--- config.mk ---
export PLATFORM = sky130hd
export DESIGN_NAME = word_tx_serializer_flat
export DESIGN_NICKNAME = d
export VERILOG_FILES = /design/src/rtl/word_tx_serializer_if.sv /design/src/rtl/word_tx_serializer.sv /design/src/flat_wrapper.sv
export SDC_FILE = /design/constraint.sdc
export NUM_CORES = 1
export LEC_CHECK = 0
export BUFFER_PORTS_ARGS = -buffer_cell sky130_fd_sc_hd__buf_2
export CELL_PAD_IN_SITES_DETAIL_PLACEMENT = 0
export CELL_PAD_IN_SITES_GLOBAL_PLACEMENT = 1
export CORE_MARGIN = 10
export CORE_UTILIZATION = 45
export CTS_CLUSTER_DIAMETER = 120
export CTS_CLUSTER_SIZE = 16
export DETAILED_ROUTE_END_ITERATION = 16
export PLACE_DENSITY = 0.81
export SLEW_MARGIN = 15
export SYNTH_ARGS = -nofsm -noshare
export SYNTH_HDL_FRONTEND = slang
export SYNTH_SLANG_ARGS = --single-unit
--- constraint.sdc ---
create_clock -name clk -period 2.95 [get_ports clk]
set_clock_uncertainty 0.15 [all_clocks]
set_input_delay 0.1475 -clock clk [delete_from_list [all_inputs] [get_ports clk]]
set_output_delay 0.1475 -clock clk [all_outputs]
set_load 0.02 [all_outputs]
--- src/rtl/word_tx_serializer_if.sv ---
// Word-in / byte-out handshake bundle between the debug unit, word_tx_serializer and uart_tx.
// master = word producer plus uart_tx side (testbench/system); slave = the serializer itself.
interface word_tx_serializer_if #(
    parameter int NB_WORD = 32,
    parameter int NB_BYTE = 8
);
    logic               i_wr;
    logic [NB_WORD-1:0] i_data;
    logic               o_full;
    logic               o_empty;
    logic               o_busy;
    logic               o_tx_start;
    logic [NB_BYTE-1:0] o_tx_data;
    logic               i_tx_done_tick;

    modport master (
        output i_wr, i_data, i_tx_done_tick,
        input  o_full, o_empty, o_busy, o_tx_start, o_tx_data
    );

    modport slave (
        input  i_wr, i_data, i_tx_done_tick,
        output o_full, o_empty, o_busy, o_tx_start, o_tx_data
    );
endinterface

--- src/rtl/word_tx_serializer.sv ---
// Word FIFO feeding uart_tx one byte at a time, least-significant byte first.
// Define WORD_TX_CHECKSUM_EN to append an XOR-of-bytes checksum byte to every word.
module word_tx_serializer #(
    parameter int NB_WORD = 32,
    parameter int NB_BYTE = 8,
    parameter int FIFO_W  = 2
) (
    input  logic                  clk,
    input  logic                  reset,
    word_tx_serializer_if.slave   bus
);
    localparam int NBYTES = NB_WORD / NB_BYTE;
    localparam int DEPTH  = 2 ** FIFO_W;
    localparam int CNT_W  = (NBYTES > 1) ? $clog2(NBYTES) : 1;
    localparam logic [CNT_W-1:0]  CNT_LAST = CNT_W'(NBYTES - 1);
    localparam logic [CNT_W-1:0]  CNT_ONE  = CNT_W'(1);
    localparam logic [FIFO_W-1:0] PTR_ONE  = FIFO_W'(1);

`ifdef WORD_TX_CHECKSUM_EN
    typedef enum logic [2:0] {IDLE, SEND, WAIT, CHK, CHK_WAIT} state_t;
`else
    typedef enum logic [2:0] {IDLE, SEND, WAIT} state_t;
`endif

    state_t state_reg, state_next;

    logic [NB_WORD-1:0] mem [DEPTH];
    logic [FIFO_W-1:0]  wr_ptr_reg, rd_ptr_reg;
    logic [FIFO_W-1:0]  wr_ptr_succ, rd_ptr_succ;
    logic               full_reg, empty_reg;
    logic               push, pop, advance;

    logic [NB_WORD-1:0] shift_reg;
    logic [CNT_W-1:0]   cnt_reg;
`ifdef WORD_TX_CHECKSUM_EN
    logic [NB_BYTE-1:0] csum_reg;
`endif

    // A push while full is dropped even if the FSM pops in the same cycle.
    assign push        = bus.i_wr && !full_reg;
    assign wr_ptr_succ = wr_ptr_reg + PTR_ONE;
    assign rd_ptr_succ = rd_ptr_reg + PTR_ONE;

    always_ff @(posedge clk) begin
        if (push)
            mem[wr_ptr_reg] <= bus.i_data;
    end

    always_ff @(posedge clk or posedge reset) begin
        if (reset) begin
            wr_ptr_reg <= '0;
            rd_ptr_reg <= '0;
            full_reg   <= 1'b0;
            empty_reg  <= 1'b1;
        end else begin
            if (push)
                wr_ptr_reg <= wr_ptr_succ;
            if (pop)
                rd_ptr_reg <= rd_ptr_succ;
            if (push && !pop) begin
                empty_reg <= 1'b0;
                full_reg  <= (wr_ptr_succ == rd_ptr_reg);
            end else if (pop && !push) begin
                full_reg  <= 1'b0;
                empty_reg <= (rd_ptr_succ == wr_ptr_reg);
            end
        end
    end

    always_ff @(posedge clk or posedge reset) begin
        if (reset)
            state_reg <= IDLE;
        else
            state_reg <= state_next;
    end

    always_comb begin
        state_next = state_reg;
        pop        = 1'b0;
        advance    = 1'b0;
        case (state_reg)
            IDLE: begin
                if (!empty_reg) begin
                    pop        = 1'b1;
                    state_next = SEND;
                end
            end
            SEND: state_next = WAIT;
            WAIT: begin
                if (bus.i_tx_done_tick) begin
                    if (cnt_reg == CNT_LAST) begin
`ifdef WORD_TX_CHECKSUM_EN
                        state_next = CHK;
`else
                        state_next = IDLE;
`endif
                    end else begin
                        advance    = 1'b1;
                        state_next = SEND;
                    end
                end
            end
`ifdef WORD_TX_CHECKSUM_EN
            CHK:      state_next = CHK_WAIT;
            CHK_WAIT: if (bus.i_tx_done_tick) state_next = IDLE;
`endif
            default:  state_next = IDLE;
        endcase
    end

    // Head word is read straight from the array into the shift register on pop.
    always_ff @(posedge clk or posedge reset) begin
        if (reset) begin
            shift_reg <= '0;
            cnt_reg   <= '0;
        end else if (pop) begin
            shift_reg <= mem[rd_ptr_reg];
            cnt_reg   <= '0;
        end else if (advance) begin
            shift_reg <= shift_reg >> NB_BYTE;
            cnt_reg   <= cnt_reg + CNT_ONE;
        end
    end

`ifdef WORD_TX_CHECKSUM_EN
    // Fold each byte in during its SEND cycle so the checksum matches what went out.
    always_ff @(posedge clk or posedge reset) begin
        if (reset)
            csum_reg <= '0;
        else if (pop)
            csum_reg <= '0;
        else if (state_reg == SEND)
            csum_reg <= csum_reg ^ shift_reg[NB_BYTE-1:0];
    end
`endif

    always_comb begin
        bus.o_tx_start = (state_reg == SEND);
        bus.o_tx_data  = shift_reg[NB_BYTE-1:0];
`ifdef WORD_TX_CHECKSUM_EN
        if (state_reg == CHK)
            bus.o_tx_start = 1'b1;
        if (state_reg == CHK || state_reg == CHK_WAIT)
            bus.o_tx_data = csum_reg;
`endif
    end

    assign bus.o_busy  = (state_reg != IDLE);
    assign bus.o_full  = full_reg;
    assign bus.o_empty = empty_reg;

endmodule

--- src/flat_wrapper.sv ---
// flat-port wrapper written by rule: the top's interface ports become plain ports
module word_tx_serializer_flat 
#(
    parameter int NB_WORD = 32,
    parameter int NB_BYTE = 8,
    parameter int FIFO_W  = 2
)
  (clk, reset, bus_i_wr, bus_i_data, bus_i_tx_done_tick, bus_o_full, bus_o_empty, bus_o_busy, bus_o_tx_start, bus_o_tx_data);
  word_tx_serializer_if #(.NB_WORD(NB_WORD), .NB_BYTE(NB_BYTE)) bus_i ();
  input  logic clk;
  input  logic reset;
  input wire logic [$bits(bus_i.i_wr)-1:0] bus_i_wr;
  input wire logic [$bits(bus_i.i_data)-1:0] bus_i_data;
  input wire logic [$bits(bus_i.i_tx_done_tick)-1:0] bus_i_tx_done_tick;
  output wire logic [$bits(bus_i.o_full)-1:0] bus_o_full;
  output wire logic [$bits(bus_i.o_empty)-1:0] bus_o_empty;
  output wire logic [$bits(bus_i.o_busy)-1:0] bus_o_busy;
  output wire logic [$bits(bus_i.o_tx_start)-1:0] bus_o_tx_start;
  output wire logic [$bits(bus_i.o_tx_data)-1:0] bus_o_tx_data;
  assign bus_i.i_wr = bus_i_wr;
  assign bus_i.i_data = bus_i_data;
  assign bus_i.i_tx_done_tick = bus_i_tx_done_tick;
  assign bus_o_full = bus_i.o_full;
  assign bus_o_empty = bus_i.o_empty;
  assign bus_o_busy = bus_i.o_busy;
  assign bus_o_tx_start = bus_i.o_tx_start;
  assign bus_o_tx_data = bus_i.o_tx_data;
  word_tx_serializer #(.NB_WORD(NB_WORD), .NB_BYTE(NB_BYTE), .FIFO_W(FIFO_W)) u_core (.clk(clk), .reset(reset), .bus(bus_i));
endmodule
==> impl_metrics.csv, run 1 <==
group,metric,value,unit
sta,tightestPinTransition,0.963,ns
clocking,worstSkewPairLatency,0.43,ns
yosys,yosysWarnings,0,
global_routing,grt_max_degree,38,
critical_path,start_kind,"register",
outcome,outcome,"finished, final reports clean",
job,cap_violations,0,
clocking,clock_path_buffers,2,
floorplan,ios,48,
clocking,cts.sink_count,170,
global_routing,antenna_found_initial,1,
clocking,cts_tree,"built",
clocking,cts-root-buf,"clkbuf_16",
critical_path,slowest_delay,0.56,ns
critical_path,timing.rr.start,"u_core.rd_ptr_reg[0]$_DFFE_PP0P_",
pwr,p_per_area,1020,nW/µm²
pwr,ir_drop,0.476,mV
cells_and_area,final_nets,456,
critical_path,crit_fanout,10,
cells_and_area,final_cell_area,7980,µm²
sta,period_share,0.694,
yosys,synth-edff-count,128,
critical_path,rr_endpoint,"u_core.shift_reg[21]$_DFFE_PP0P_",
drt,ant_nets,0,
global_routing,track_usage,0.130,
clocking,cts_made_buffers,17,
sta,setup_viol,0,
drt,routed_wl,12500,µm
drt,first_iter_violations,278,
drt,drt_first_pass_iters,4,
worst_hold_path,min_path_type,"in -> reg",
clocking,clk_pin_slew,0.07,ns
drt,routedWlPerCell,20.4,µm
floorplan,start_util,0.456,
clocking,htreeDepth,4,
critical_path,critPathArrivalTime,2.20,ns
worst_hold_path,min_path_cells,2,
critical_path,cp-end-kind,"register",
worst_hold_path,hold-path-endpoint,"u_core.mem[3][13]$_DFFE_PP_",
worst_hold_path,worstHoldStart,"bus_i_data[13]",
cells_and_area,final_core_util,0.554,
pwr,fin_total_pwr,8160,µW
yosys,syn-num-nets,365,
sta,relSlewSlack,0.357,
critical_path,cp_data_required_time,3.11,ns
cells_and_area,fin_cells,613,
drt,vias,3367,
yosys,yosys.area.top_type,"edfxtp_1",
sta,maxSlewViolCount,0,
floorplan,rows,44,
global_routing,overflow,0,
place,port_buffers,47,
yosys,ys_ff_latch,170,
critical_path,slowest_stage,"mux4_1",
place,hpwlAfterDp,7490,µm
yosys,synth_seq_area_share,0.744,
sta,hold_viol,0,
floorplan,die_area,19900,µm²
yosys,yosys-top-cells-area,"edfxtp_1 58%, dfrtp_1 16%, mux4_2 8.2%",
yosys,synth_cell_types,30,
sta,max_freq,489,MHz
yosys,async_flop_share,0.247,
critical_path,path_cells,"buf_4 > mux4_1 > and2_1 > a221o_1",
place,place_inst,545,
cells_and_area,largest_reg_flops,128,
yosys,synth.avg_cell_area,20.3,µm²
yosys,synth_top_area_share,0.584,
yosys,synthCells,324,
place,dpl_cell_area,7020,µm²
critical_path,worstRegToRegCells,4,
pwr,p_leak,0.00296,µW
global_routing,grt_first_pass_wirelength,19800,µm
sta,finalCriticalPeriod,2.05,ns
floorplan,dieHeight,141,µm
floorplan,core,14400,µm²
yosys,ys.flop_type,"edfxtp_1",
clocking,cts_resized,0,
global_routing,grt_pass1_vias,3498,
sta,tns,0,ns
yosys,synth_area,6580,µm²
cells_and_area,syn_to_final_growth,21.3,%
sta,rsz0062_at_grt,"no",
drt,vias_per_cell,5.49,
place,gp_congestion,0.700,
cells_and_area,drive_gt1_frac,0.294,
critical_path,critPathKind,"reg -> reg",
critical_path,rrSetupSlack,0.90,ns
drt,drc,0,
floorplan,die_w,141,µm
==> worst max-delay path: cells and delay by family (launching register included) <==
kind	cells	cell delay (ns)
AND/OR/NAND/NOR	1	0.17
buffers and inverters	1	0.27
flip-flops	1	0.52
AO/OA/AOI/OAI	1	0.25
multiplexers	1	0.56
==> cell usage after synthesis, drive strengths merged, types with 4 or more instances <==
| library cell | count |
|---|---|
| clkbuf | 4 |
| dfrtp | 41 |
| nor2b | 4 |
| edfxtp | 128 |
| ha | 5 |
| inv | 4 |
| nand2 | 4 |
| a22o | 9 |
| a221o | 24 |
| and2 | 28 |
| buf | 21 |
| mux4 | 32 |
==> routing by layer <==
metal / GRT usage / vias up / wire length, µm
li1: - / 1483 / -
met1: 0.170 / 1775 / 5680
met2: 0.198 / 92 / 6070
met3: 0.0413 / 17 / 513
met4: 0.0484 / 0 / 252
met5: 0 / - / 0
==> placed cells by master, fill, tap and decap left out, types with 7 or more instances in the layout <==
master and count:
a221o_1 24, dlygate4sd3_1 35, buf_4 14, and2_0 7
clkbuf_16 17, edfxtp_1 128, a22o_1 9, mux4_1 8
and2_1 21, buf_2 47, mux4_2 24, dfrtp_1 40
==> through the flow <==
step,hold slack [ns],worst slack [ns]
floorplan,0.0964,0.799
global placement,0.207,0.926
detailed placement,0.219,0.883
CTS,0.308,0.871
global route,0.321,0.813
finish,0.320,0.904
==> layout make-up <==
cell class	instances	area, µm²
inverter	4	15.0
multi-input combinational	125	1520
tap	184	230
sequential	170	4900
timing repair buffer	97	711
clock inverter	15	188
fill	1101	6440
clock buffer	17	425
antenna	1	2.50
==> logic make-up (layout without fill, tap and decap cells) <==
logic type,Yosys count,after routing,synth area share
AOI/OAI and AO/OA,36,36,0.0510
xor gates and xnor gates,6,6,0.00799
adders and majority gates,5,5,0.00951
buffers and inverters,29,133,0.0295
DFF,170,170,0.744
muxes,34,34,0.117
other,0,1,0
and+or+nand+nor,44,44,0.0409
==> report_power, final <==
part | switching, µW | internal, µW
clock | 937 | 1350
sequential | 323 | 3220
combinational | 1160 | 1160
==> repair_timing <==
item,4_1_cts,5_1_grt
hold endpoints to repair,152,0
hold buffers,35,0
buffers inserted,0,0
==> worst max path at each step <==
| stage | startpoint | endpoint |
|---|---|---|
| 2_1_floorplan | u_core.bus.o_full$_DFFE_PP0P_ | u_core.mem[1][0]$_DFFE_PP_ |
| 3_3_place_gp | u_core.rd_ptr_reg[0]$_DFFE_PP0P_ | u_core.shift_reg[19]$_DFFE_PP0P_ |
| 3_5_place_dp | u_core.rd_ptr_reg[0]$_DFFE_PP0P_ | u_core.shift_reg[21]$_DFFE_PP0P_ |
| 4_1_cts | u_core.rd_ptr_reg[0]$_DFFE_PP0P_ | u_core.shift_reg[21]$_DFFE_PP0P_ |
| 5_1_grt | u_core.rd_ptr_reg[0]$_DFFE_PP0P_ | u_core.shift_reg[21]$_DFFE_PP0P_ |
| 6_report | u_core.rd_ptr_reg[0]$_DFFE_PP0P_ | u_core.shift_reg[21]$_DFFE_PP0P_ |
Power figures use the tool's default switching activity.
==> run 2, diff against run 1 <==
==> constraint.sdc (replaced) <==
create_clock -name clk -period 2 [get_ports clk]
set_clock_uncertainty 0.15 [all_clocks]
set_input_delay 0.1 -clock clk [delete_from_list [all_inputs] [get_ports clk]]
set_output_delay 0.1 -clock clk [all_outputs]
set_load 0.02 [all_outputs]
==> impl_metrics.csv, run 2 (synthesis results as in run 1) <==
group,metric,value,unit
floorplan,core,14400,µm²
clocking,clock_path_buffers,2,
sta,rsz0062_at_grt,"no",
clocking,cts_tree,"built",
global_routing,track_usage,0.129,
sta,finalCriticalPeriod,1.88,ns
drt,vias,3255,
sta,maxSlewViolCount,0,
sta,period_share,0.941,
drt,met3_wirelength,692,µm
floorplan,die_w,141,µm
global_routing,grt_first_pass_wirelength,19500,µm
drt,drc,0,
floorplan,start_util,0.456,
cells_and_area,largest_reg_flops,128,
cells_and_area,drive_gt1_frac,0.298,
critical_path,critPathArrivalTime,2.03,ns
floorplan,dieHeight,141,µm
sta,hold_viol,0,
sta,setup_viol,0,
sta,tns,0,ns
global_routing,grt_max_degree,43,
floorplan,ios,48,
clocking,cts_hold_buffers,35,
critical_path,slowest_delay,0.58,ns
drt,wl_met2,6250,µm
cells_and_area,final_cell_area,8030,µm²
drt,routedWlPerCell,20.0,µm
clocking,cts-root-buf,"clkbuf_16",
place,hpwlAfterDp,7590,µm
critical_path,cp_data_required_time,2.15,ns
critical_path,slowest_stage,"mux4_1",
outcome,outcome,"finished, final reports clean",
cells_and_area,syn_to_final_growth,21.9,%
clocking,cts_setup_buffers,0,
drt,vias_per_cell,5.31,
critical_path,cp-end-kind,"register",
cells_and_area,antenna_cells,0,
drt,routed_wl,12300,µm
cells_and_area,final_core_util,0.556,
sta,relSlewSlack,0.629,
cells_and_area,mostFrequentLayoutCell,"edfxtp_1",
critical_path,crit_fanout,11,
critical_path,path_cells,"buf_12 > mux4_1 > and2_1 > a221o_1",
critical_path,path_buf_inv,1,
critical_path,start_kind,"register",
global_routing,overflow,0,
global_routing,antenna_found_initial,0,
pwr,ir_drop,0.775,mV
sta,tightestPinTransition,0.557,ns
clocking,cts.sink_count,170,
drt,wl_met1,5230,µm
place,port_buffers,47,
cells_and_area,nFillCells,1074,
clocking,worstSkewPairLatency,0.42,ns
worst_hold_path,min_path_type,"in -> async",
clocking,clk_pin_slew,0.06,ns
pwr,p_leak,0.00297,µW
sta,max_freq,532,MHz
pwr,p_per_area,1480,nW/µm²
floorplan,rows,44,
critical_path,worst_path_dominant_cell_family,"multiplexers",
drt,drt_first_pass_iters,4,
drt,first_iter_violations,289,
clocking,cts_resized,0,
floorplan,die_area,19900,µm²
critical_path,critPathKind,"reg -> reg",
job,cap_violations,0,
global_routing,grt_pass1_vias,3505,
clocking,cts_made_buffers,17,
drt,top_layer_used,"met4",
place,gp_congestion,0.702,
place,dpl_cell_area,7130,µm²
cells_and_area,final_nets,458,
clocking,htreeDepth,4,
cells_and_area,mostFrequentLayoutCells,"128 x edfxtp_1, 47 x buf_2, 40 x dfrtp_1, 35 x dlygate4sd3_1",
drt,ant_nets,0,
run 2: cell count changes in the layout (fill, tap and decap cells not counted), moves of 2 or more:
cell,before,now
clkinv_2,2,5
inv_6,5,0
buf_4,14,9
and2_2,0,4
clkbuf_8,0,3
clkbuf_1,0,3
bufinv_16,3,1
and2_1,21,17
buf_12,1,8
run 2: per-stage QoR:
step	setup WS [ns]	instances	hold slack, ns	power (µW)
finish	0.119	613	0.222	11900
global route	0.0505	613	0.263	12600
CTS	0.115	613	0.228	12100
detailed placement	0.122	547	0.130	8990
global placement	0.129	547	0.123	8870
floorplan	0.174	324	0.0489	7840
run 2: path summary, 6_finish.rpt:
kind	start	to	slack [ns]	depth (start not counted)
worst max-delay path	u_core.rd_ptr_reg[0]$_DFFE_PP0P_	u_core.shift_reg[20]$_DFFE_PP0P_	0.12	4
worst min-delay path	reset	u_core.shift_reg[6]$_DFFE_PP0P_	0.22	4
worst max register to register	u_core.rd_ptr_reg[0]$_DFFE_PP0P_	u_core.shift_reg[20]$_DFFE_PP0P_	0.12	4
worst min register to register	u_core.shift_reg[0]$_DFFE_PP0P_	u_core.shift_reg[0]$_DFFE_PP0P_	0.35	1
max in group asynchronous	reset	u_core.rd_ptr_reg[0]$_DFFE_PP0P_	1.07	4
min in group clk	bus_i_data[12]	u_core.mem[0][12]$_DFFE_PP_	0.28	2
run 2: area by class of cell:
cell class              count  area, µm²  share of cell area
clock buffers              23        478              0.0596
clock inverters             8       71.3             0.00889
repair buffers             99        813               0.101
inverters                   4       15.0             0.00187
multi-input cells         125       1520               0.189
well taps                 184        230              0.0287
flip-flops and latches    170       4900               0.610
run 2: power by group:
part | total, µW | leakage [µW] | switching [µW] | internal, µW
clock | 3020 | 0.000273 | 1230 | 1790
sequential | 5210 | 0.00169 | 457 | 4760
combinational | 3670 | 0.00102 | 1780 | 1890
total | 11900 | 0.00297 | 3460 | 8440
run 2: per-layer routing:
metal	GRT usage	vias to the layer above
met4	0.0489	0
met2	0.202	98
met1	0.167	1665
li1	-	1486
met3	0.0380	6
met5	0	-
run 2: worst min-delay path, stage by stage:
cell and delay (ns):
dlygate4sd3_1 0.53, buf_2 0.12, inv_1 0.04, buf_4 0.46
